[src/rtl/pico_mem_responder.sv]
// pico_mem_responder: SRAM responder for a core port, with optional arbitrated ext port
// enabled by defining PICO_MEM_RESPONDER_EXT_PORT_EN.
module pico_mem_responder #(
  parameter int PICO_MEM_DATA_SIZE = 32,
  parameter int PICO_MEM_ADDR_SIZE = 32,
  parameter int SRAM_ADDR_SIZE = 12,
  parameter int EXT_MAX_WAIT = 4
) (
  input  logic                            clk_i,
  input  logic                            resetn_i,
  input  logic                            mem_en_i,
  input  logic [PICO_MEM_DATA_SIZE/8-1:0] mem_we_i,
  input  logic [PICO_MEM_ADDR_SIZE-1:0]   mem_addr_i,
  input  logic [PICO_MEM_DATA_SIZE-1:0]   mem_wdata_i,
  output logic [PICO_MEM_DATA_SIZE-1:0]   mem_rdata_o,
  output logic                            mem_stall_o,
  output logic                            mem_err_o,
  output logic                            sram_en_o,
  output logic [PICO_MEM_DATA_SIZE/8-1:0] sram_we_o,
  output logic [SRAM_ADDR_SIZE-1:0]       sram_addr_o,
  output logic [PICO_MEM_DATA_SIZE-1:0]   sram_wdata_o,
  input  logic [PICO_MEM_DATA_SIZE-1:0]   sram_rdata_i
`ifdef PICO_MEM_RESPONDER_EXT_PORT_EN
  ,
  input  logic                            ext_req_i,
  input  logic [PICO_MEM_DATA_SIZE/8-1:0] ext_we_i,
  input  logic [PICO_MEM_ADDR_SIZE-1:0]   ext_addr_i,
  input  logic [PICO_MEM_DATA_SIZE-1:0]   ext_wdata_i,
  output logic                            ext_gnt_o,
  output logic                            ext_rvalid_o,
  output logic [PICO_MEM_DATA_SIZE-1:0]   ext_rdata_o
`endif
);
  localparam int HI = SRAM_ADDR_SIZE + 2;
`ifdef PICO_MEM_RESPONDER_EXT_PORT_EN
  localparam int WW = $clog2(EXT_MAX_WAIT + 1);
  typedef enum logic [1:0] {IDLE, CORE, EXT} state_e;
`else
  typedef enum logic {IDLE, CORE} state_e;
`endif
  state_e state_d, state_q;
  logic core_in, core_acc, core_pend, core_oor_rd;
  logic core_rd_d, core_rd_q, core_oor_d, core_oor_q;
  logic [PICO_MEM_DATA_SIZE-1:0] hold_d, hold_q;
  logic gnt;
  logic unused_ok;
  assign core_in = ~|mem_addr_i[PICO_MEM_ADDR_SIZE-1:HI];
`ifdef PICO_MEM_RESPONDER_EXT_PORT_EN
  logic ext_in, ext_rd_d, ext_rd_q, ext_oor_d, ext_oor_q;
  logic [WW-1:0] wait_d, wait_q;
  assign ext_in = ~|ext_addr_i[PICO_MEM_ADDR_SIZE-1:HI];
  // ext only pre-empts the core once it has waited the maximum number of cycles
  assign gnt = resetn_i & ext_req_i & (~mem_en_i | (wait_q == WW'(EXT_MAX_WAIT)));
  assign ext_gnt_o = gnt;
  assign unused_ok = ^{mem_addr_i[1:0], ext_addr_i[1:0]};
  always_comb begin
    wait_d = (~ext_req_i | gnt) ? '0 : (wait_q == WW'(EXT_MAX_WAIT)) ? wait_q : wait_q + 1'b1;
    ext_rd_d = ~|ext_we_i;
    ext_oor_d = ~ext_in;
    ext_rvalid_o = resetn_i & (state_q == EXT) & ext_rd_q;
    ext_rdata_o = (ext_rvalid_o & ~ext_oor_q) ? sram_rdata_i : '0;
  end
  always_ff @(posedge clk_i) begin
    if (!resetn_i) begin
      wait_q <= '0;
      ext_rd_q <= 1'b0;
      ext_oor_q <= 1'b0;
    end else begin
      wait_q <= wait_d;
      ext_rd_q <= ext_rd_d;
      ext_oor_q <= ext_oor_d;
    end
  end
`else
  assign gnt = 1'b0;
  assign unused_ok = ^{mem_addr_i[1:0], EXT_MAX_WAIT > 0};
`endif
  always_comb begin
    core_acc = resetn_i & mem_en_i & ~gnt;
`ifdef PICO_MEM_RESPONDER_EXT_PORT_EN
    mem_stall_o = mem_en_i & gnt;
    sram_en_o = gnt ? ext_in : core_acc & core_in;
    sram_we_o = ~sram_en_o ? '0 : gnt ? ext_we_i : mem_we_i;
    sram_addr_o = gnt ? ext_addr_i[HI-1:2] : mem_addr_i[HI-1:2];
    sram_wdata_o = gnt ? ext_wdata_i : mem_wdata_i;
    state_d = gnt ? EXT : core_acc ? CORE : IDLE;
`else
    mem_stall_o = 1'b0;
    sram_en_o = core_acc & core_in;
    sram_we_o = sram_en_o ? mem_we_i : '0;
    sram_addr_o = mem_addr_i[HI-1:2];
    sram_wdata_o = mem_wdata_i;
    state_d = core_acc ? CORE : IDLE;
`endif
    core_rd_d = ~|mem_we_i;
    core_oor_d = ~core_in;
    core_pend = resetn_i & (state_q == CORE) & core_rd_q & ~core_oor_q;
    core_oor_rd = resetn_i & (state_q == CORE) & core_rd_q & core_oor_q;
    mem_err_o = resetn_i & (state_q == CORE) & core_oor_q;
    // only a completing core read updates the held data; ext and writes leave it
    hold_d = core_pend ? sram_rdata_i : core_oor_rd ? '0 : hold_q;
    mem_rdata_o = resetn_i ? hold_d : '0;
  end
  always_ff @(posedge clk_i) begin
    if (!resetn_i) begin
      state_q <= IDLE;
      core_rd_q <= 1'b0;
      core_oor_q <= 1'b0;
      hold_q <= '0;
    end else begin
      state_q <= state_d;
      core_rd_q <= core_rd_d;
      core_oor_q <= core_oor_d;
      hold_q <= hold_d;
    end
  end
endmodule

[config.mk]
export PLATFORM = sky130hd
export DESIGN_NAME = pico_mem_responder
export DESIGN_NICKNAME = d
export VERILOG_FILES = /design/src/rtl/pico_mem_responder.sv
export SDC_FILE = /design/constraint.sdc
export NUM_CORES = 1
export LEC_CHECK = 0
export BUFFER_PORTS_ARGS = -buffer_cell sky130_fd_sc_hd__buf_2
export CAP_MARGIN = 20
export CORE_MARGIN = 2
export CORE_UTILIZATION = 39
export CTS_BUF_LIST = sky130_fd_sc_hd__clkbuf_16
export CTS_CLUSTER_DIAMETER = 60
export DETAILED_ROUTE_END_ITERATION = 12
export GPL_ROUTABILITY_DRIVEN = 0
export PLACE_DENSITY = 0.87
export SYNTH_ARGS = -nofsm -noshare
export SYNTH_HDL_FRONTEND = slang
export SYNTH_SLANG_ARGS = --single-unit
[constraint.sdc]
create_clock -name clk_i -period 3.8 [get_ports clk_i]
set_input_delay 1.14 -clock clk_i [delete_from_list [all_inputs] [get_ports clk_i]]
set_output_delay 1.14 -clock clk_i [all_outputs]
set_load 0.02 [all_outputs]
; Word-level counts from Yosys, hierarchy flattened
; Cells that the tools add are included.
[totals]
reg_bits = 35
[classes]
n_reduce_logical = 4
bitwise_logic = 8
mux = 5
[op_table]
columns = cell, n
row1 = $mux 32, 3
row2 = $reduce_or 18->1, 1
row3 = $and 1x1->1, 7
row4 = $mux 4, 1
row5 = $reduce_or 4->1, 1
row6 = $logic_not 1->1, 2
row7 = $mux 1, 1
row8 = $not 1->1, 1

; Longest topological paths before layout
; Gate-level depths: netlist of run 1.
[logic_depth]
ltp_word = 6
depth_mapped = 6
ltp_nobuf = 3

; Worst setup path before layout of run 1
; OpenSTA, ideal clock, no wires.
[synth_timing]
path_type = input-to-output
startpoint = in mem_addr_i[25]
endpoint = out sram_we_o[0]
path_buffers = 0
t_arrival_ns = 2.136
setup_slack_ns = 0.524
path_stages = 3
cell_sequence = nor4_1 > nand3_1 > nor3_1
[synth_between]
elab_chain_len = 4
[synth_lines]
columns = element, line_no
row1 = "start, declared", 13  ; input logic [PICO_MEM_ADDR_SIZE-1:0] mem_addr_i,
row2 = $reduce_or 18->1, 47  ; assign core_in = ~|mem_addr_i[PICO_MEM_ADDR_SIZE-1:HI];
row3 = $logic_not 1->1, 47
row4 = $and 1x1->1, 89  ; sram_en_o = core_acc & core_in;
row5 = $mux 4, 90  ; sram_we_o = sram_en_o ? mem_we_i : '0;
row6 = "end, declared", 19  ; output logic [PICO_MEM_DATA_SIZE/8-1:0] sram_we_o,
; No other way between the ends.

; Final worst setup path of run 1
[layout_timing]
startpoint = in mem_addr_i[19]
endpoint = out sram_we_o[3]
; The elaborated chain is that of the path after synthesis.

==> results of run 1 <==
## per-layer routing
| layer | vias to the layer above | GRT usage | routed length (um) |
|---|---|---|---|
| li1 | 761 | - | - |
| met1 | 686 | 0.173 | 1740 |
| met2 | 83 | 0.280 | 2230 |
| met3 | 15 | 0.0552 | 391 |
| met4 | 0 | 0.0823 | 165 |
| met5 | - | 0 | 0 |
## Yosys cell counts
cell / count
sky130_fd_sc_hd__a21boi_0: 2
sky130_fd_sc_hd__a21boi_1: 30
sky130_fd_sc_hd__and2_1: 1
sky130_fd_sc_hd__and3_1: 2
sky130_fd_sc_hd__buf_2: 1
sky130_fd_sc_hd__buf_4: 45
sky130_fd_sc_hd__buf_6: 5
sky130_fd_sc_hd__clkbuf_1: 8
sky130_fd_sc_hd__conb_1: 1
sky130_fd_sc_hd__dfxtp_1: 35
sky130_fd_sc_hd__inv_1: 4
sky130_fd_sc_hd__nand2_1: 33
sky130_fd_sc_hd__nand3_1: 4
sky130_fd_sc_hd__nand3b_1: 32
sky130_fd_sc_hd__nor2_1: 2
sky130_fd_sc_hd__nor3_1: 5
sky130_fd_sc_hd__nor4_1: 4
sky130_fd_sc_hd__o21a_1: 1
## stage by stage
stage	cells	cell area [um^2]	hold slack (ps)
final	318	2150	449
after detailed placement	310	2010	442
after floorplan	215	1860	548
after CTS	318	2150	450
after global routing	318	2150	466
after global placement	310	2010	436
## worst max-delay path: stages
cell	delay, ps
sky130_fd_sc_hd__buf_2	100
sky130_fd_sc_hd__nor4_1	290
sky130_fd_sc_hd__nand3_1	240
sky130_fd_sc_hd__nor3_1	260
sky130_fd_sc_hd__buf_2	210
## worst paths after layout
check | from | endpoint | slack [ps]
hold / removal | hold_q[23]$_DFF_P_ | hold_q[23]$_DFF_P_ | 450
setup / recovery | mem_addr_i[19] | sram_we_o[3] | 420
hold reg to reg | hold_q[23]$_DFF_P_ | hold_q[23]$_DFF_P_ | 450
setup reg to reg | core_oor_q$_SDFF_PN0_ | hold_q[0]$_DFF_P_ | 2490
## final cells by class
cell class | count | area (um^2)
clock buffers | 5 | 125
clock inverters | 3 | 12.5
fillers | 457 | 2510
inverters | 4 | 15.0
multi-input cells | 117 | 712
flip-flops and latches | 35 | 701
well taps | 54 | 67.6
repair buffers | 100 | 515
## logic make-up after synthesis
kind of cell / after synthesis / synth area share
compound gates: 33 / 0.133
buf+inv: 63 / 0.239
flops: 35 / 0.377
other cells: 1 / 0.00202
simple gates: 83 / 0.248
## registers in the layout (all words and copies together), names as in the netlist
signal and count:
state_q 1, core_rd_q 1, core_oor_q 1, hold_q 32
## where the power goes
group          total [mW]  internal (mW)  switching (mW)
clock               0.375          0.236           0.139
sequential          0.374          0.369         0.00454
combinational      0.0524         0.0335          0.0190
==> results.txt, run 1 <==
The flow ran to the end, and the final reports show no timing, DRC or antenna violations. The area of the core region is 4660 um^2. The share of the core filled with cells is 0.461. The post-synth net total is 318. The netlist area before placement came out at 1860 um^2. The count of hold-fix buffers inserted at cts came out at 0. The violation count after the first detailed-routing iteration came out at 32.

The count of final hold-check violations is 0. The count of final max-slew check failures came out at 0. Dividing the detail-routed wire length by the instance count gives 14.2 um. The detailed-route vias per instance came out at 4.86. The number of buffers between clock root and the deepest sink is 2. The maximum number of pins on one net before global-route repair came out at 34. The critical path data arrival time is 2240 ps. The residual overflow from global routing is 0. Wires add up to 4.53 mm. The boundary pin count is 186. The post-route setup TNS is 0 ps. For the worst-skew pair, the clock arrives at the later sink with an insertion delay of 270 ps. The initial utilization of the core area, before any placement, comes to 0.398. In this run, post-CTS repair resized a total of 0 instances. The mean area per synthesized cell is 8.64 um^2. The ratio of final minimum period to clock period came out at 0.889. The total track usage is 0.162. Clock skew on the completed layout was measured at 3.70 ps. The post-detailed-route DRC marker count came out at 0. The final setup slack of the worst path is 421 ps. After synthesis, the cell types taking the most area are sky130_fd_sc_hd__dfxtp_1 38%, sky130_fd_sc_hd__buf_4 18%, sky130_fd_sc_hd__nand3b_1 13%. The Yosys warning count is 0.

The number of search-and-repair iterations in the first detailed-routing pass is 4. The number of unique standard cell types used by synthesis came out at 18. The number of levels the H-tree was split into came out at 2. The worst slew margin relative to its limit came out at 0.435. The count of nets left with antenna violations once routing finished came out at 0. STA classifies the critical path endpoint as an output pin.

The number of max-cap violations came out at 0. After floorplanning, the core was divided into 25 placement rows. The number of antenna violations at the first check in global routing was 0.

The worst hold path cell count is 2. The master cell of the clock root buffer is sky130_fd_sc_hd__clkbuf_16. The clock drives 35 sinks. The number of buffers created by CTS is 5.

Of the cells placed in the final design, the portion with a size suffix greater than 1 is 0.402. The number of buffers inserted by port buffering came out at 94. The overall die area came out at 5330 um^2. The peak supply drop is 0.181 mV. The slew at the pin closest to its max-slew limit is 846 ps. The post-DP HPWL is 3.47 mm. The start-to-end type of the worst setup path is in -> out.

Clock-pin slew was measured on the worst setup and hold paths at 50 ps. The number of global-route vias before repair is 1422. The synthesized design spends more area on one cell type than any other, namely sky130_fd_sc_hd__dfxtp_1. The portion of synthesized cell area occupied by the leading cell type came out at 0.377. The layout overhead on the synthesized area came out at 15.7%. The minimum setup slack after placement is 436 ps. Leaving out fill and tap cells, the most frequent cell in the layout is sky130_fd_sc_hd__buf_2. The count of cells along the worst register-to-register path is 2.

The global-route wire length before repair is 6.63 mm. The time the worst path needs with I/O delays and setup came out at 3380 ps. The number of flip-flops and latches in the synthesized netlist is 35. The class of the worst hold path is reg -> reg. TritonCTS built the clock tree. Along the worst path, the maximum fanout reaches 6. Setup repair after global routing left no endpoint under its margin. The critical path data required time came out at 2660 ps. Power spread over the standard cell area amounts to 373 nW/um^2. The final setup violation count is 0. The sort of element at the start of the critical path is an input pin.

Timing would allow up to 296 MHz. The overall via count from detail_route came out at 1545. The post-CTS setup-driven buffer insertion count is 0.

Synthesis produced a netlist whose cell count is 215. The library cells used most frequently in the layout, excluding fill and tap cells, are 94 x sky130_fd_sc_hd__buf_2, 35 x sky130_fd_sc_hd__dfxtp_1, 33 x sky130_fd_sc_hd__nand2_1. The total inserted antenna cells came out at 0. The number of nets in the layout is 366. The horizontal die dimension came out at 73 um. The post-synthesis sequential area ratio came out at 0.377. The overall power came out at 801 uW.

The die height came out at 73 um. Summed over all cells, the static leakage comes to 0.989 nW.
(Power assumes the default switching activity.)
==> run 2, diff against run 1 <==
--- a/config.mk
+++ b/config.mk
@@ -5,7 +5,7 @@
 export SDC_FILE = /design/constraint.sdc
 export NUM_CORES = 1
 export LEC_CHECK = 0
-export BUFFER_PORTS_ARGS = -buffer_cell sky130_fd_sc_hd__buf_2
+export BUFFER_PORTS_ARGS = -buffer_cell sky130_fd_sc_hd__clkbuf_2
 export CAP_MARGIN = 20
 export CORE_MARGIN = 2
 export CORE_UTILIZATION = 39
==> results.txt, run 2 (synthesized netlist as in run 1, its figures left out) <==
The flow ran to the end, and the final reports show no timing, DRC or antenna violations. The total cell area at the placement stage came out at 2000 um^2. The clock tree from TritonCTS is done. On the worst path, the slowest cell contributes a delay of 290 ps. The critical path data required time is 2660 ps. The number of max-cap violations is 0. The number of buffers between clock root and the deepest sink came out at 2. The number of cell rows is 25. The post-route setup TNS came out at 0 ps. The final setup violation count came out at 0.

The routed layout has 1559 vias. In the global route stage, overall resource usage came out at 0.165. The power share of the clock group is 0.470. The layout overhead on the synthesized area came out at 15.5%.

The area of the core region is 4660 um^2. Post-CTS repair changed the size of 0 cells. The kind of end point of the critical path is an output pin.

The signal on the critical path passes through clkbuf_2 -> buf_4 -> and2_1 -> nand3_1 -> nor3_1 -> clkbuf_2. The detailed-route vias per instance is 4.92. Prior to clock tree synthesis, the placed netlist has a worst setup slack of 347 ps. The cell internal power dissipation came out at 640 uW. The worst hold path was traced through 2 stages. The library cells used most frequently in the layout, excluding fill and tap cells, are 94 x sky130_fd_sc_hd__clkbuf_2, 35 x sky130_fd_sc_hd__dfxtp_1, 33 x sky130_fd_sc_hd__nand2_1. On the critical path, the stage with the largest delay is an instance of sky130_fd_sc_hd__buf_4. The floorplan step set the die width to 73 um. The post-CTS setup-driven buffer insertion count is 0.

For this design the total switching power over the nets is 161 uW. The hold slack came out at 447 ps. Of the total power, combinational logic draws 0.064. Of the cells placed in the final design, the portion with a size suffix greater than 1 is 0.403. The number of search-and-repair iterations in the first detailed-routing pass came out at 4. The final instance area is 2140 um^2. The count of cells along the worst register-to-register path came out at 2.

Together, buffers and inverters on the worst path number 3. The count of final hold-check violations is 0. The share of the core filled with cells is 0.460. The worst slew margin relative to its limit came out at 0.449.

After detailed routing, the total wire length is 4.48 mm. Setup repair after global routing left no endpoint under its margin. The timing-limited maximum frequency is 290 MHz.

Entering global routing, the biggest net connects 37 pins. The count of final max-slew check failures was 0. The number of global-route vias before repair is 1462. The post-detailed-route DRC marker count came out at 0. The count of hold-fix buffers inserted at cts is 0. The peak fanout along the critical path came out at 36. The critical path starts at resetn_i.

The most numerous cell type found on the critical path is sky130_fd_sc_hd__clkbuf_2. The number of antenna violations at the first check in global routing was 0. The tree is rooted in a sky130_fd_sc_hd__clkbuf_16.

The violation count after the first detailed-routing iteration came out at 14. The time the worst path needs with I/O delays and setup is 3450 ps. The total number of cells along the worst setup path is 6. The worst setup path is of the in -> out kind. The first global-routing pass estimated 6.73 mm of wire.

For this design the ratio of total power to cell area is 374 nW/um^2. The post-layout instance count excluding filler cells is 317. In this run the critical register-to-register path is launched from core_oor_q$_SDFF_PN0_. The register with the most flip-flops in the layout has 32 of them. The worst-case clock skew came out at 2.59 ps. The kind of cell with the highest combined delay on the critical path is buffers and inverters. Of the total power, the share spent switching nets is 0.201. The number of buffers created by CTS is 5. The number of nets in the layout came out at 365. The boundary pin count is 186. The startpoint identified for the worst hold timing path is hold_q[30]$_DFF_P_. The worst setup path is launched from an input pin. The remaining number of nets flagged by the antenna check after routing came out at 0. The number of sinks on the clock net came out at 35. The ratio of final minimum period to clock period is 0.907. The die is 73 um tall. The post-DP HPWL is 3.48 mm.

The most common cell after layout, fill and taps aside is sky130_fd_sc_hd__clkbuf_2. The class of the worst hold path is reg -> reg. The initial core utilization came out at 0.398.

0 antenna diodes ended up in the layout. The clock latency at the later pin of the worst-skew pair is 270 ps. The number of levels the H-tree was split into came out at 2. Of the total power, registers draw 0.466.

Total power for the finished layout comes to 802 uW. The routed wire length per instance is 14.1 um. The peak supply drop came out at 0.200 mV. The final setup slack of the worst path came out at 355 ps. The number of cells after detailed placement is 309. The overall die area is 5330 um^2. The critical path data arrival time is 2310 ps. During placement, the flow inserted port buffers numbering 94. The leakage power is 0.955 nW.

The slew at the pin closest to its max-slew limit came out at 825 ps. The clock-pin slew reported for the worst setup and hold paths after clock tree synthesis came out at 50 ps. The residual overflow from global routing came out at 0. The register with the most flip-flops in the final layout is hold_q.
## run 2: worst reg2reg max path, cell delays in order (launching register included)
cell and delay (ps):
sky130_fd_sc_hd__dfxtp_1 850, sky130_fd_sc_hd__nand3b_1 210, sky130_fd_sc_hd__a21boi_0 110
## run 2: area by class of cell
| class | instances | area, um^2 |
|---|---|---|
| clock buffer | 5 | 125 |
| clock inverter | 3 | 16.3 |
| fill | 466 | 2520 |
| inverter | 4 | 15.0 |
| multi-input combinational | 117 | 712 |
| sequential | 35 | 701 |
| tap | 54 | 67.6 |
| timing repair buffer | 99 | 508 |
## run 2: power groups by stage
stage	registers [mW]	clock network [mW]	logic (mW)
2_1_floorplan	0.378	0	0.0914
3_3_place_gp	0.381	0	0.0517
3_5_place_dp	0.381	0	0.0522
4_1_cts	0.374	0.393	0.0524
5_1_grt	0.374	0.414	0.0566
6_report	0.374	0.377	0.0516
## run 2: path summary, 6_finish.rpt
path	endpoint	slack, ps
worst max register to register	hold_q[31]$_DFF_P_	2510
worst min register to register	hold_q[30]$_DFF_P_	450
worst max-delay path	sram_we_o[1]	350
worst min-delay path	hold_q[30]$_DFF_P_	450
## run 2: metal layers
metal / track usage / up-vias / routed length (um)
met1: 0.169 / 712 / 1660
met4: 0.0720 / 0 / 97
met5: 0 / - / 0
li1: - / 759 / -
met2: 0.296 / 78 / 2350
met3: 0.0622 / 10 / 379
==> run 3, diff against run 2 <==
--- a/config.mk
+++ b/config.mk
@@ -7,13 +7,14 @@
 export LEC_CHECK = 0
 export BUFFER_PORTS_ARGS = -buffer_cell sky130_fd_sc_hd__clkbuf_2
 export CAP_MARGIN = 20
+export CORE_ASPECT_RATIO = 0.5
 export CORE_MARGIN = 2
 export CORE_UTILIZATION = 39
 export CTS_BUF_LIST = sky130_fd_sc_hd__clkbuf_16
 export CTS_CLUSTER_DIAMETER = 60
 export DETAILED_ROUTE_END_ITERATION = 12
-export GPL_ROUTABILITY_DRIVEN = 0
 export PLACE_DENSITY = 0.87
+export REMOVE_ABC_BUFFERS = 1
 export SYNTH_ARGS = -nofsm -noshare
 export SYNTH_HDL_FRONTEND = slang
 export SYNTH_SLANG_ARGS = --single-unit
==> results.txt, run 3 (synthesized netlist as in run 1, its figures left out) <==
At the end of routability-driven placement, the weighted congestion stood at 0.811. The count of cells along the worst register-to-register path is 2. The number of buffers inserted by port buffering came out at 94. For this run, the top clock speed supported by timing is 294 MHz.

The peak fanout along the critical path came out at 32. The signal on the critical path passes through clkbuf_2 -> and3_1 -> buf_12 -> nand3b_1 -> a21boi_0 -> clkbuf_2. The final instance area is 2150 um^2.

Excluding fillers, the count of instances in the completed layout stands at 327. At the worst endpoint, the required time is 2660 ps. TritonCTS built the clock tree. The share of the core filled with cells is 0.480.

The total cell area at the placement stage came out at 2020 um^2. STA classifies the critical path startpoint as an input pin. For this block, the initial DRC count from the detailed router was 95. Leaving out fill and tap cells, the most frequent cell in the layout is sky130_fd_sc_hd__clkbuf_2.

The count of final max-slew check failures is 0. The peak supply drop came out at 0.200 mV. The number of cells after detailed placement is 319. The number of cell rows came out at 17.

The clock-pin slew reported for the worst setup and hold paths after clock tree synthesis came out at 50 ps. The number of buffers created by CTS came out at 5. The post-CTS setup-driven buffer insertion count is 0. The number of max-cap violations came out at 0. Entering global routing, the biggest net connects 34 pins.

The layout overhead on the synthesized area came out at 15.9%. The overall die area came out at 5360 um^2. The slew at the pin closest to its max-slew limit is 815 ps. The region available for standard cell placement spans 4490 um^2. The endpoint identified for the worst register-to-register timing path is hold_q[31]$_DFF_P_. The number of antenna violations at the first check in global routing came out at 0. The number of levels the H-tree was split into is 2.

Wire segments on met3 add up to 1.63 mm in the final route. The power density normalized to cell area is 370 nW/um^2. The flip-flop count of the largest register after layout is 32. For this design, the sink count on the clock tree is 35. The overall via count from detail_route is 1619. The critical register-to-register path startpoint is core_oor_q$_SDFF_PN0_.

The flow ran to the end, and the final reports show no timing, DRC or antenna violations. The total track usage came out at 0.238. Setup repair after global routing left no endpoint under its margin. On the final layout, the worst clock skew is 3.10 ps.

After detailed routing, the number of remaining DRC violations is 0. The detailed router used layers up to and including met5. The worst hold path cell count is 2. The post-DP HPWL came out at 5.15 mm.

Leaving out fill and tap cells, the most frequent cells in the layout are 94 x sky130_fd_sc_hd__clkbuf_2, 35 x sky130_fd_sc_hd__dfxtp_1, 33 x sky130_fd_sc_hd__nand2_1. The clock passes through at most 2 buffers. The post-detailed-routing wire length came out at 6.46 mm. The total inserted antenna cells is 0.

The clock latency at the later pin of the worst-skew pair came out at 270 ps. The class of the worst hold path is reg -> reg. The hold slack is 451 ps. Counting stages on the worst path, the most repeated cell is sky130_fd_sc_hd__clkbuf_2.

The horizontal die dimension is 102 um. The remaining number of nets flagged by the antenna check after routing came out at 0. The count of cells resized by post-cts repair came out at 0.

The number of search-and-repair iterations in the first detailed-routing pass is 4. The detailed-route vias per instance came out at 4.95. More flip-flops sit in one register than any other, and that register is hold_q.

The total routed wire length on the met1 layer is 2.12 mm. The ratio of cells with drive above 1 in the final layout is 0.391. The post-route setup TNS came out at 0 ps. The final setup violation count came out at 0.

The time the worst path needs with I/O delays and setup is 3400 ps. At the worst endpoint, the arrival time is 2260 ps. The worst setup path is captured at an output pin. For this design, the CTS-stage hold fixing added 0 buffers. Of the available clock period, the critical path in the final layout requires 0.894. The cell type of the slowest stage on the worst timing path is sky130_fd_sc_hd__a21boi_0. In this run the register-to-register setup slack is 2510 ps. The boundary pin count came out at 186. The detailed-routed wire length on met2 is 2.60 mm. In this run the static leakage power is 0.947 nW. The number of global-route vias before repair came out at 1540. The die height came out at 52.8 um. The count of final hold-check violations came out at 0. The global-route wire length before repair came out at 8.76 mm. In this run the tightest slew margin relative to its limit is 0.456. In the final routed layout, each cell accounts on average for 19.7 um. By startpoint and endpoint, the worst setup path is classified as in -> out. The initial utilization of the core area, before any placement, comes to 0.414.

The delay of the slowest cell on the worst path is 260 ps. The end point of the most critical hold path is hold_q[19]$_DFF_P_. The kind of cell with the highest combined delay along the critical path is buffers and inverters. The count of buffer and inverter cells on the critical path is 3. In this run the most critical hold path is launched from hold_q[19]$_DFF_P_. After filler insertion, the fill cell instance count of the layout stands at 435.

The cell sitting at the root of the clock tree is a sky130_fd_sc_hd__clkbuf_16. After the last flow step, the layout net total stands at 363. The residual overflow from global routing is 0.
==> run 3: cell count changes in the layout (fill, tap and decap cells not counted), sizes merged <==
| cell | previous run | this run |
|---|---|---|
| clkinvlp | 1 | 0 |
| buf | 5 | 3 |
| clkinv | 1 | 2 |
==> run 3: worst reg2reg max path, cell delays in order (launching register included) <==
cell and delay [ps]:
sky130_fd_sc_hd__dfxtp_1 840, sky130_fd_sc_hd__nand3b_1 200, sky130_fd_sc_hd__a21boi_0 120
==> run 3: layer usage <==
metal / track usage / vias to the layer above
met2: 0.333 / 112
met5: 0.121 / -
met4: 0.0473 / 2
met3: 0.313 / 9
met1: 0.199 / 738
li1: - / 758
==> run 3: report_power, final <==
part           total, mW  internal, mW  switching, mW  leakage, nW
clock network      0.371         0.235          0.136       0.0701
logic             0.0525        0.0331         0.0194        0.595
registers          0.373         0.369        0.00423        0.282
==> run 3: worst max path at each step <==
stage,start,endpoint,slack (ps),cells past startpoint
floorplan,resetn_i,mem_rdata_o[0],190,3
global placement,resetn_i,mem_rdata_o[31],470,6
detailed placement,resetn_i,mem_rdata_o[31],410,6
CTS,resetn_i,mem_rdata_o[31],410,6
global route,mem_addr_i[25],sram_we_o[0],280,5
finish,resetn_i,mem_rdata_o[31],400,6
==> run 3: stage by stage <==
stage	total power, mW	worst slack, ps
finish	0.797	401
global route	0.824	281
CTS	0.803	407
detailed placement	0.433	407
global placement	0.431	471
floorplan	0.395	193
==> run 3: final cells by class <==
cell class,count,area [um^2],share of cell area
Clock buffer,5,125,0.0581
Clock inverter,3,11.3,0.00523
Inverter,4,15.0,0.00698
Multi-Input combinational cell,117,712,0.331
Sequential cell,35,701,0.326
Tap cell,66,82.6,0.0384
Timing Repair Buffer,97,505,0.235
